===== config.mk =====
export PLATFORM = sky130hd
export DESIGN_NAME = approx_adder_err_monitor
export DESIGN_NICKNAME = d
export VERILOG_FILES = /design/src/rtl/approx_adder_err_monitor.sv
export SDC_FILE = /design/constraint.sdc
export NUM_CORES = 1
export LEC_CHECK = 0
export CAP_MARGIN = 0
export CORE_AREA = 2 2 98 81
export DETAILED_ROUTE_END_ITERATION = 8
export DIE_AREA = 0 0 100 83
export PLACE_DENSITY = 0.77
export REMOVE_ABC_BUFFERS = 1
export SKIP_LAST_GASP = 1
export SLEW_MARGIN = 20
export SYNTH_ARGS = -nofsm -noshare
export SYNTH_HDL_FRONTEND = slang
export SYNTH_SLANG_ARGS = --single-unit

===== constraint.sdc =====
create_clock -name clk -period 2.93 [get_ports clk]
set_input_delay 0.4395 -clock clk [delete_from_list [all_inputs] [get_ports clk]]
set_output_delay 0.4395 -clock clk [all_outputs]
set_load 0.05 [all_outputs]

===== src/rtl/approx_adder_err_monitor.sv =====
// Two-stage streaming lower-part-OR approximate adder with exact reference, error flagging and statistics.
// Define WORST_CAPTURE_EN to add worst_a/worst_b, the operands of the largest-error sample.
module approx_adder_err_monitor #(
   parameter int WIDTH       = 4,
   parameter int APPROX_BITS = 2,
   parameter int ET          = 3,
   parameter int CNT_W       = 16
) (
   input  logic               clk,
   input  logic               rst,
   input  logic               in_valid,
   output logic               in_ready,
   input  logic [WIDTH-1:0]   in_a,
   input  logic [WIDTH-1:0]   in_b,
   output logic               out_valid,
   input  logic               out_ready,
   output logic [WIDTH:0]     out_sum,
   output logic [WIDTH:0]     out_exact,
   output logic [WIDTH:0]     out_err,
   output logic               out_viol,
   input  logic               clr_stats,
   output logic [CNT_W-1:0]   sample_cnt,
   output logic [CNT_W-1:0]   viol_cnt,
   output logic [WIDTH:0]     max_err
`ifdef WORST_CAPTURE_EN
   ,
   output logic [WIDTH-1:0]   worst_a,
   output logic [WIDTH-1:0]   worst_b
`endif
);

   localparam logic [31:0]      ET_U    = 32'(ET);
   localparam logic [CNT_W-1:0] CNT_MAX = '1;

   logic             advance;
   logic             handshake;
   logic             s1_valid;
   logic [WIDTH-1:0] s1_a;
   logic [WIDTH-1:0] s1_b;
   logic [WIDTH:0]   calc_sum;
   logic [WIDTH:0]   calc_exact;
   logic [WIDTH:0]   calc_err;
   logic             calc_viol;
   logic             carry;

   assign advance   = !out_valid || out_ready;
   assign in_ready  = advance;
   assign handshake = out_valid && out_ready;

   // Low part ORs; the top approximate bit pair generates the carry into the exact upper ripple.
   always_comb begin
      carry    = 1'b0;
      calc_sum = '0;
      for (int i = 0; i < WIDTH; i++) begin
         if (i < APPROX_BITS) begin
            calc_sum[i] = s1_a[i] | s1_b[i];
            if (i == APPROX_BITS - 1)
               carry = s1_a[i] & s1_b[i];
         end else begin
            calc_sum[i] = s1_a[i] ^ s1_b[i] ^ carry;
            carry       = (s1_a[i] & s1_b[i]) | (carry & (s1_a[i] ^ s1_b[i]));
         end
      end
      calc_sum[WIDTH] = carry;
   end

   always_comb begin
      calc_exact = {1'b0, s1_a} + {1'b0, s1_b};
      calc_err   = (calc_exact >= calc_sum) ? (calc_exact - calc_sum) : (calc_sum - calc_exact);
      calc_viol  = 32'(calc_err) > ET_U;
   end

   always_ff @(posedge clk) begin
      if (rst) begin
         s1_valid  <= 1'b0;
         s1_a      <= '0;
         s1_b      <= '0;
         out_valid <= 1'b0;
         out_sum   <= '0;
         out_exact <= '0;
         out_err   <= '0;
         out_viol  <= 1'b0;
      end else if (advance) begin
         s1_valid  <= in_valid;
         s1_a      <= in_a;
         s1_b      <= in_b;
         out_valid <= s1_valid;
         out_sum   <= calc_sum;
         out_exact <= calc_exact;
         out_err   <= calc_err;
         out_viol  <= calc_viol;
      end
   end

   // Clear beats a coincident handshake; counters stick at all-ones.
   always_ff @(posedge clk) begin
      if (rst || clr_stats) begin
         sample_cnt <= '0;
         viol_cnt   <= '0;
         max_err    <= '0;
      end else if (handshake) begin
         if (sample_cnt != CNT_MAX)
            sample_cnt <= sample_cnt + 1'b1;
         if (out_viol && (viol_cnt != CNT_MAX))
            viol_cnt <= viol_cnt + 1'b1;
         if (out_err > max_err)
            max_err <= out_err;
      end
   end

`ifdef WORST_CAPTURE_EN
   logic [WIDTH-1:0] s2_a;
   logic [WIDTH-1:0] s2_b;

   always_ff @(posedge clk) begin
      if (rst) begin
         s2_a <= '0;
         s2_b <= '0;
      end else if (advance) begin
         s2_a <= s1_a;
         s2_b <= s1_b;
      end
   end

   // Strictly greater keeps the earliest operands on ties.
   always_ff @(posedge clk) begin
      if (rst || clr_stats) begin
         worst_a <= '0;
         worst_b <= '0;
      end else if (handshake && (out_err > max_err)) begin
         worst_a <= s2_a;
         worst_b <= s2_b;
      end
   end
`endif

endmodule


==> results of run 1 <==
## per-layer routing
| metal | up-vias | track usage (%) |
|---|---|---|
| li1 | 1403 | - |
| met1 | 1325 | 25.6 |
| met2 | 61 | 28.4 |
| met3 | 12 | 4.46 |
| met4 | 0 | 8.34 |
| met5 | - | 0 |
## cell type report
class	instances	area share, %
tap	90	2.57
multi-input combinational	268	43.7
sequential	63	28.9
clock buffer	13	3.63
timing repair buffer	80	17.5
inverter	26	2.23
clock inverter	3	1.49
## state kept, by name (all words and copies together), names as in the netlist
signal,flops
max_err,5
out_err,5
out_exact,5
out_sum,5
out_valid,1
out_viol,1
s1_a,4
s1_b,4
s1_valid,1
sample_cnt,16
viol_cnt,16
## worst paths after layout
kind                   start    endpoint
setup reg to reg     s1_b[1]    out_viol
hold reg to reg   out_sum[4]  out_sum[4]
setup / recovery     s1_b[1]    out_viol
hold / removal    out_sum[4]  out_sum[4]
## kinds of logic after synthesis
logic type / synth area share [%]
muxes: 2.80
DFF: 39.2
adders and majority gates: 11.1
and+or+nand+nor: 21.1
buffers and inverters: 5.14
xor gates and xnor gates: 8.99
AOI/OAI and AO/OA: 11.8
## through the flow
stage	cell area [um2]	setup TNS, ns	setup WS, ns	power [W]
floorplan	3150	-0.0250	-0.0250	0.00138
global placement	3980	0	0.0361	0.00154
detailed placement	3980	-0.179	-0.0979	0.00156
CTS	4230	0	0.0331	0.00243
global route	4380	-0.211	-0.0969	0.00263
finish	4380	0	0.00818	0.00252
## where the power goes
group	leakage [nW]	total [W]	internal [W]	switching (W)
sequential	0.514	0.000946	0.000901	0.0000449
clock	0.114	0.000852	0.000525	0.000327
combinational	1.03	0.000723	0.000320	0.000403
## Yosys cell counts (all sizes together)
master,number,area share [%]
fa,4,2.5
and3,5,1.0
nand3,9,1.4
and4,5,1.6
nand4,13,2.5
nand2,48,5.6
or2,3,0.58
o41a,1,0.35
dfxtp,63,39
or3,3,0.58
xor2,24,6.5
mux2i,9,2.8
a221oi,1,0.47
nor2b,3,0.58
o21bai,1,0.23
ha,22,8.6
inv,26,3.0
or4,1,0.23
a41oi,1,0.86
o21a,4,0.93
a311oi,1,0.27
xnor2,9,2.5
nor3,2,0.47
nor4,1,0.19
nor2,47,5.5
a211oi,6,1.6
o221ai,1,0.27
clkbuf,10,1.2
o22ai,1,0.19
a21o,5,1.2
a31oi,1,0.19
and2,4,0.78
o21ai,4,0.62
a21oi,29,4.6
buf,4,0.93
## critical path: stages (launching register included)
cell,delay [ns]
dfxtp_2,0.36
ha_4,0.14
inv_2,0.04
fa_2,0.36
inv_2,0.06
fa_2,0.48
inv_2,0.11
ha_4,0.21
a311oi_4,0.36
buf_4,0.17
nor2_1,0.04
o21a_1,0.22
nor2_1,0.15
a31oi_1,0.10
## repair_timing
action,4_1_cts,5_1_grt
gates resized for setup,4,26
pin swaps,2,15
setup endpoints to repair,2,5
setup buffers,2,4
gates cloned,0,0
==> metrics.yaml, run 1 <==
status: "complete, no violations"
final_util_pct: 60.1
wl_met3_um: 339
peakVddDrop_uv: 310
finalHoldViolations: 0
clk_path_buf_depth: 2
grt_max_degree: 38
drtIter0Drc: 74
drtPass1Iterations: 4
htree_levels: 3
end_kind: "register"
die_h_um: 83
p_leak_nw: 1.66
port_buffers: 67
holdBufCountCts: 0
area_delta_synth_final_pct: 36.2
power.density_nw_per_um2: 576
wl_per_cell_um: 13.8
setup_viol: 0
finalCriticalPeriod_ns: 2.92
clkSinkCount: 63
slew_headroom_pct: 52.9
drive_above_1_share_pct: 14.1
multi_input_area_um2: 1910
root_buffer: "clkbuf_8"
synthCells: 371
criticalPathCategory: "register to register"
overflow: 0
final_cell_mix: "clkdlybuf4s50_1 (66), dfxtp_1 (59), nand2_1 (48)"
initial_core_util_pct: 44.1
max_slew.worst_pin.slew_ns: 0.707
holdPathStages: 2
drc: 0
grt_use_total_pct: 18.8
cts_tree: "built"
holdWs_ns: 0.454
rrSetupSlack_ns: 0.008
die-area_um2: 8300
place_inst: 521
clk_latency_ns: 0.34
antenna_found_initial: 0
reg2regPathDepth: 13
fp.dieW_um: 100
hold_class: "register to register"
routed.top_layer: "met4"
gp_congestion: 0.861
yosysWarnings: 0
layout_commonest_cell: "clkdlybuf4s50_1"
synth_seq_cells: 63
cts_buffers: 9
stdcell_count: 543
grt_pass1_wl_um: 12600
antenna_cells: 0
core_area_um2: 7290
syn_area_per_cell_um2: 8.67
via_count: 2801
synth_cell_types: 42
slew_viol_final: 0
yosysSeqAreaShare_pct: 39.2
maxCapViolCount: 0
crit_fanout: 4
fmax_ghz: 0.342
syn_area_um2: 3220
rows: 28
route.antenna.remaining_nets: 0
hpwlAfterDp_um: 5340
drt-total-wl_um: 7520
met2_length_um: 3390
post-route-period-util_pct: 99.7
cp.required_ns: 3.14
finClkSkew_ns: 0.00732
clk_pin_slew_worst_paths_ns: 0.07
cp.arrival_ns: 3.13
vias_per_cell: 5.16
fill_cells: 624
final_nets: 487
io-pin-count: 68
grt_pass1_vias: 2741
seqCellArea_um2: 1270
start_kind: "register"
wl_met1_um: 3630
(Power assumes the default switching activity.)
==> run 2, diff against run 1 <==
- CAP_MARGIN: 0 -> unset
==> results of run 2 <==
Same layout as run 1: the final DEF is identical, and so are final timing and power.
==> run 3, diff against run 2 <==
- CORE_AREA: 2 2 98 81 -> 2 2 119 98
- DIE_AREA: 0 0 100 83 -> 0 0 121 100
- HOLD_SLACK_MARGIN: unset -> 0.05
- PLACE_DENSITY: 0.77 -> 0.57
==> run 3 against run 2 <==
Clock-buffer cell count down 3. Clock power up 17%. Sequential cell count did not move. Critical path depth decreased by 1. Combinational power fell by 5.4%. Sequential share of layout area shrank 0.73 points. Cell count up 10%. Largest cell class unchanged. First-iteration DRC count is 1.4% lower. Setup slack improved by 0.053 ns. Core utilization fell by 20 points. Register-to-register slack improved by 0.05 ns. Highest routed layer unchanged.
==> metrics.yaml, run 3 (synthesis results as in run 1) <==
hold_class: "register to register"  # unchanged
maxCapViolCount: 0  # unchanged
reg2regPathDepth: 12  # was 13
overflow: 0  # unchanged
slowest_stage: "fa_2"  # unchanged
initial_core_util_pct: 29.0  # was 44.1%
area_delta_synth_final_pct: 39.5  # was 36.2%
holdBufCountCts: 0  # unchanged
slew_viol_final: 0  # unchanged
clk_pin_slew_worst_paths_ns: 0.06  # was 0.07 ns
antenna_cells: 0  # unchanged
grt_use_total_pct: 13.1  # was 18.8%
finClkSkew_ns: 0.00567  # was 0.00732 ns
post-route-period-util_pct: 97.9  # was 99.7%
fmax_ghz: 0.349  # was 0.342 GHz
status: "complete, no violations"  # unchanged
holdPathStages: 2  # unchanged
clk_path_buf_depth: 2  # unchanged
grt_max_degree: 38  # unchanged
placed_area_um2: 4070  # was 3980 um2
criticalPathCategory: "register to register"  # unchanged
port_buffers: 67  # unchanged
setup_ws_ns: 0.0613  # was 0.00818 ns
slew_headroom_pct: 52.8  # was 52.9%
cts_tree: "built"  # unchanged
hpwlAfterDp_um: 5610  # was 5340 um
gp_congestion: 0.799  # was 0.861
preCtsSetupSlack_ns: -0.103  # was -0.0979 ns
setup_viol: 0  # unchanged
min_from: "out_sum[4]"  # unchanged
layout_commonest_cell: "clkdlybuf4s50_1"  # unchanged
via_count: 2704  # was 2801
final_nets: 486  # was 487
fp.dieW_um: 121  # was 100 um
io-pin-count: 68  # unchanged
peakVddDrop_uv: 304  # was 310 uV
holdPathEnd: "out_sum[4]"  # unchanged
finalInstanceArea_um2: 4480  # was 4380 um2
path_cells: "ha_4, inv_2, fa_2, inv_2, fa_2, xnor2_2, and3_4, o22ai_2, a21oi_2, mux2i_1, xnor2_1, a31oi_1"  # was ha_4, inv_2, fa_2, inv_2, fa_2, inv_2, ha_4, a311oi_4, buf_4, nor2_1, o21a_1, nor2_1, a31oi_1
cp.required_ns: 3.13  # was 3.14 ns
start_kind: "register"  # unchanged
max_slew.worst_pin.slew_ns: 0.709  # was 0.707 ns
antenna_found_initial: 0  # unchanged
vias_per_cell: 4.51  # was 5.16
clk_latency_ns: 0.33  # was 0.34 ns
end_kind: "register"  # unchanged
p_leak_nw: 1.69  # was 1.66 nW
rsz0062_at_grt: "true"
rr_startpoint: "s1_b[1]"  # unchanged
core_area_um2: 11100  # was 7290 um2
wl_per_cell_um: 13.1  # was 13.8 um
crit_fanout: 4  # unchanged
clkSinkCount: 63  # unchanged
final_cell_mix: "clkdlybuf4s50_1 (66), dfxtp_1 (61), nand2_1 (48)"  # was clkdlybuf4s50_1 (66), dfxtp_1 (59), nand2_1 (48)
finalCriticalPeriod_ns: 2.87  # was 2.92 ns
die_h_um: 100  # was 83 um
rows: 35  # was 28
drt-total-wl_um: 7830  # was 7520 um
grt_pass1_vias: 2580  # was 2741
critical_path.max_stage_delay_ns: 0.47  # was 0.48 ns
power.density_nw_per_um2: 585  # was 576 nW/um2
drive_above_1_share_pct: 13.3  # was 14.1%
drtIter0Drc: 73  # was 74
die-area_um2: 12100  # was 8300 um2
crit_buf_inv: 2  # was 4
p_total_w: 0.00263  # was 0.00252 W
cts_buffers: 9  # unchanged
drtPass1Iterations: 4  # unchanged
route.antenna.remaining_nets: 0  # unchanged
drc: 0  # unchanged
cp.arrival_ns: 3.07  # was 3.13 ns
cp_top_family: "adder cells"  # unchanged
finalHoldViolations: 0  # unchanged
timing.rr.end: "out_viol"  # unchanged
htree_levels: 3  # unchanged
root_buffer: "clkbuf_16"  # was clkbuf_8
reg_top3: "sample_cnt x16, viol_cnt x16"  # unchanged
rrSetupSlack_ns: 0.06  # was 0.008 ns
grt_pass1_wl_um: 12600  # about the same
## run 3: stage by stage
step / TNS [ns] / utilization (%) / instances / hold WS (ns)
4_1_cts: 0 / 39.6 / 599 / 0.457
5_1_grt: -0.102 / 40.5 / 600 / 0.489
6_report: 0 / 40.5 / 600 / 0.453
3_5_place_dp: -0.189 / 36.7 / 581 / 0.448
3_3_place_gp: 0 / 36.7 / 581 / 0.442
2_1_floorplan: -0.0250 / - / 357 / 0.426
## run 3: routing by layer
| layer | track usage (%) | part of all wire, % |
|---|---|---|
| met5 | 0 | 0 |
| met2 | 20.5 | 45 |
| met1 | 17.8 | 50 |
| met4 | 4.03 | 1.2 |
| met3 | 3.41 | 4.0 |
## run 3: worst max-delay path by stage
stage               slack [ns]          to  startpoint  depth (start not counted)
floorplan                -0.02  out_err[4]     s1_a[1]                         12
global placement         0.004    out_viol     s1_a[1]                         12
detailed placement       -0.10    out_viol     s1_a[1]                         12
CTS                       0.03    out_viol     s1_a[1]                         12
global route             -0.06    out_viol     s1_b[1]                         12
finish                    0.06    out_viol     s1_b[1]                         12
## run 3: worst min-delay path: cells and delay by family, from the launching register on
| family | cells | cell delay (ns) |
|---|---|---|
| simple gates | 1 | 0.05 |
| flops | 1 | 0.31 |
| compound gates | 1 | 0.05 |
## run 3: area by class of cell
cell class / instances / area, um2
fill: 1129 / 6600
multi-input combinational: 268 / 1890
sequential: 63 / 1260
timing repair buffer: 79 / 758
clock buffer: 10 / 239
tap: 148 / 185
inverter: 26 / 97.6
clock inverter: 6 / 46.3
## run 3: power by group
group | total (W) | switching, W | internal [W]
Sequential | 0.000942 | 0.0000413 | 0.000901
Clock | 0.000999 | 0.000402 | 0.000597
Combinational | 0.000684 | 0.000383 | 0.000301
## run 3: repair_timing
item                                    in CTS  in global routing
endpoints found under the setup margin       4                  5
gates cloned                                 0                  0
gates resized for setup                      4                 19
pin swaps                                    3                 11
setup buffers                                2                  1
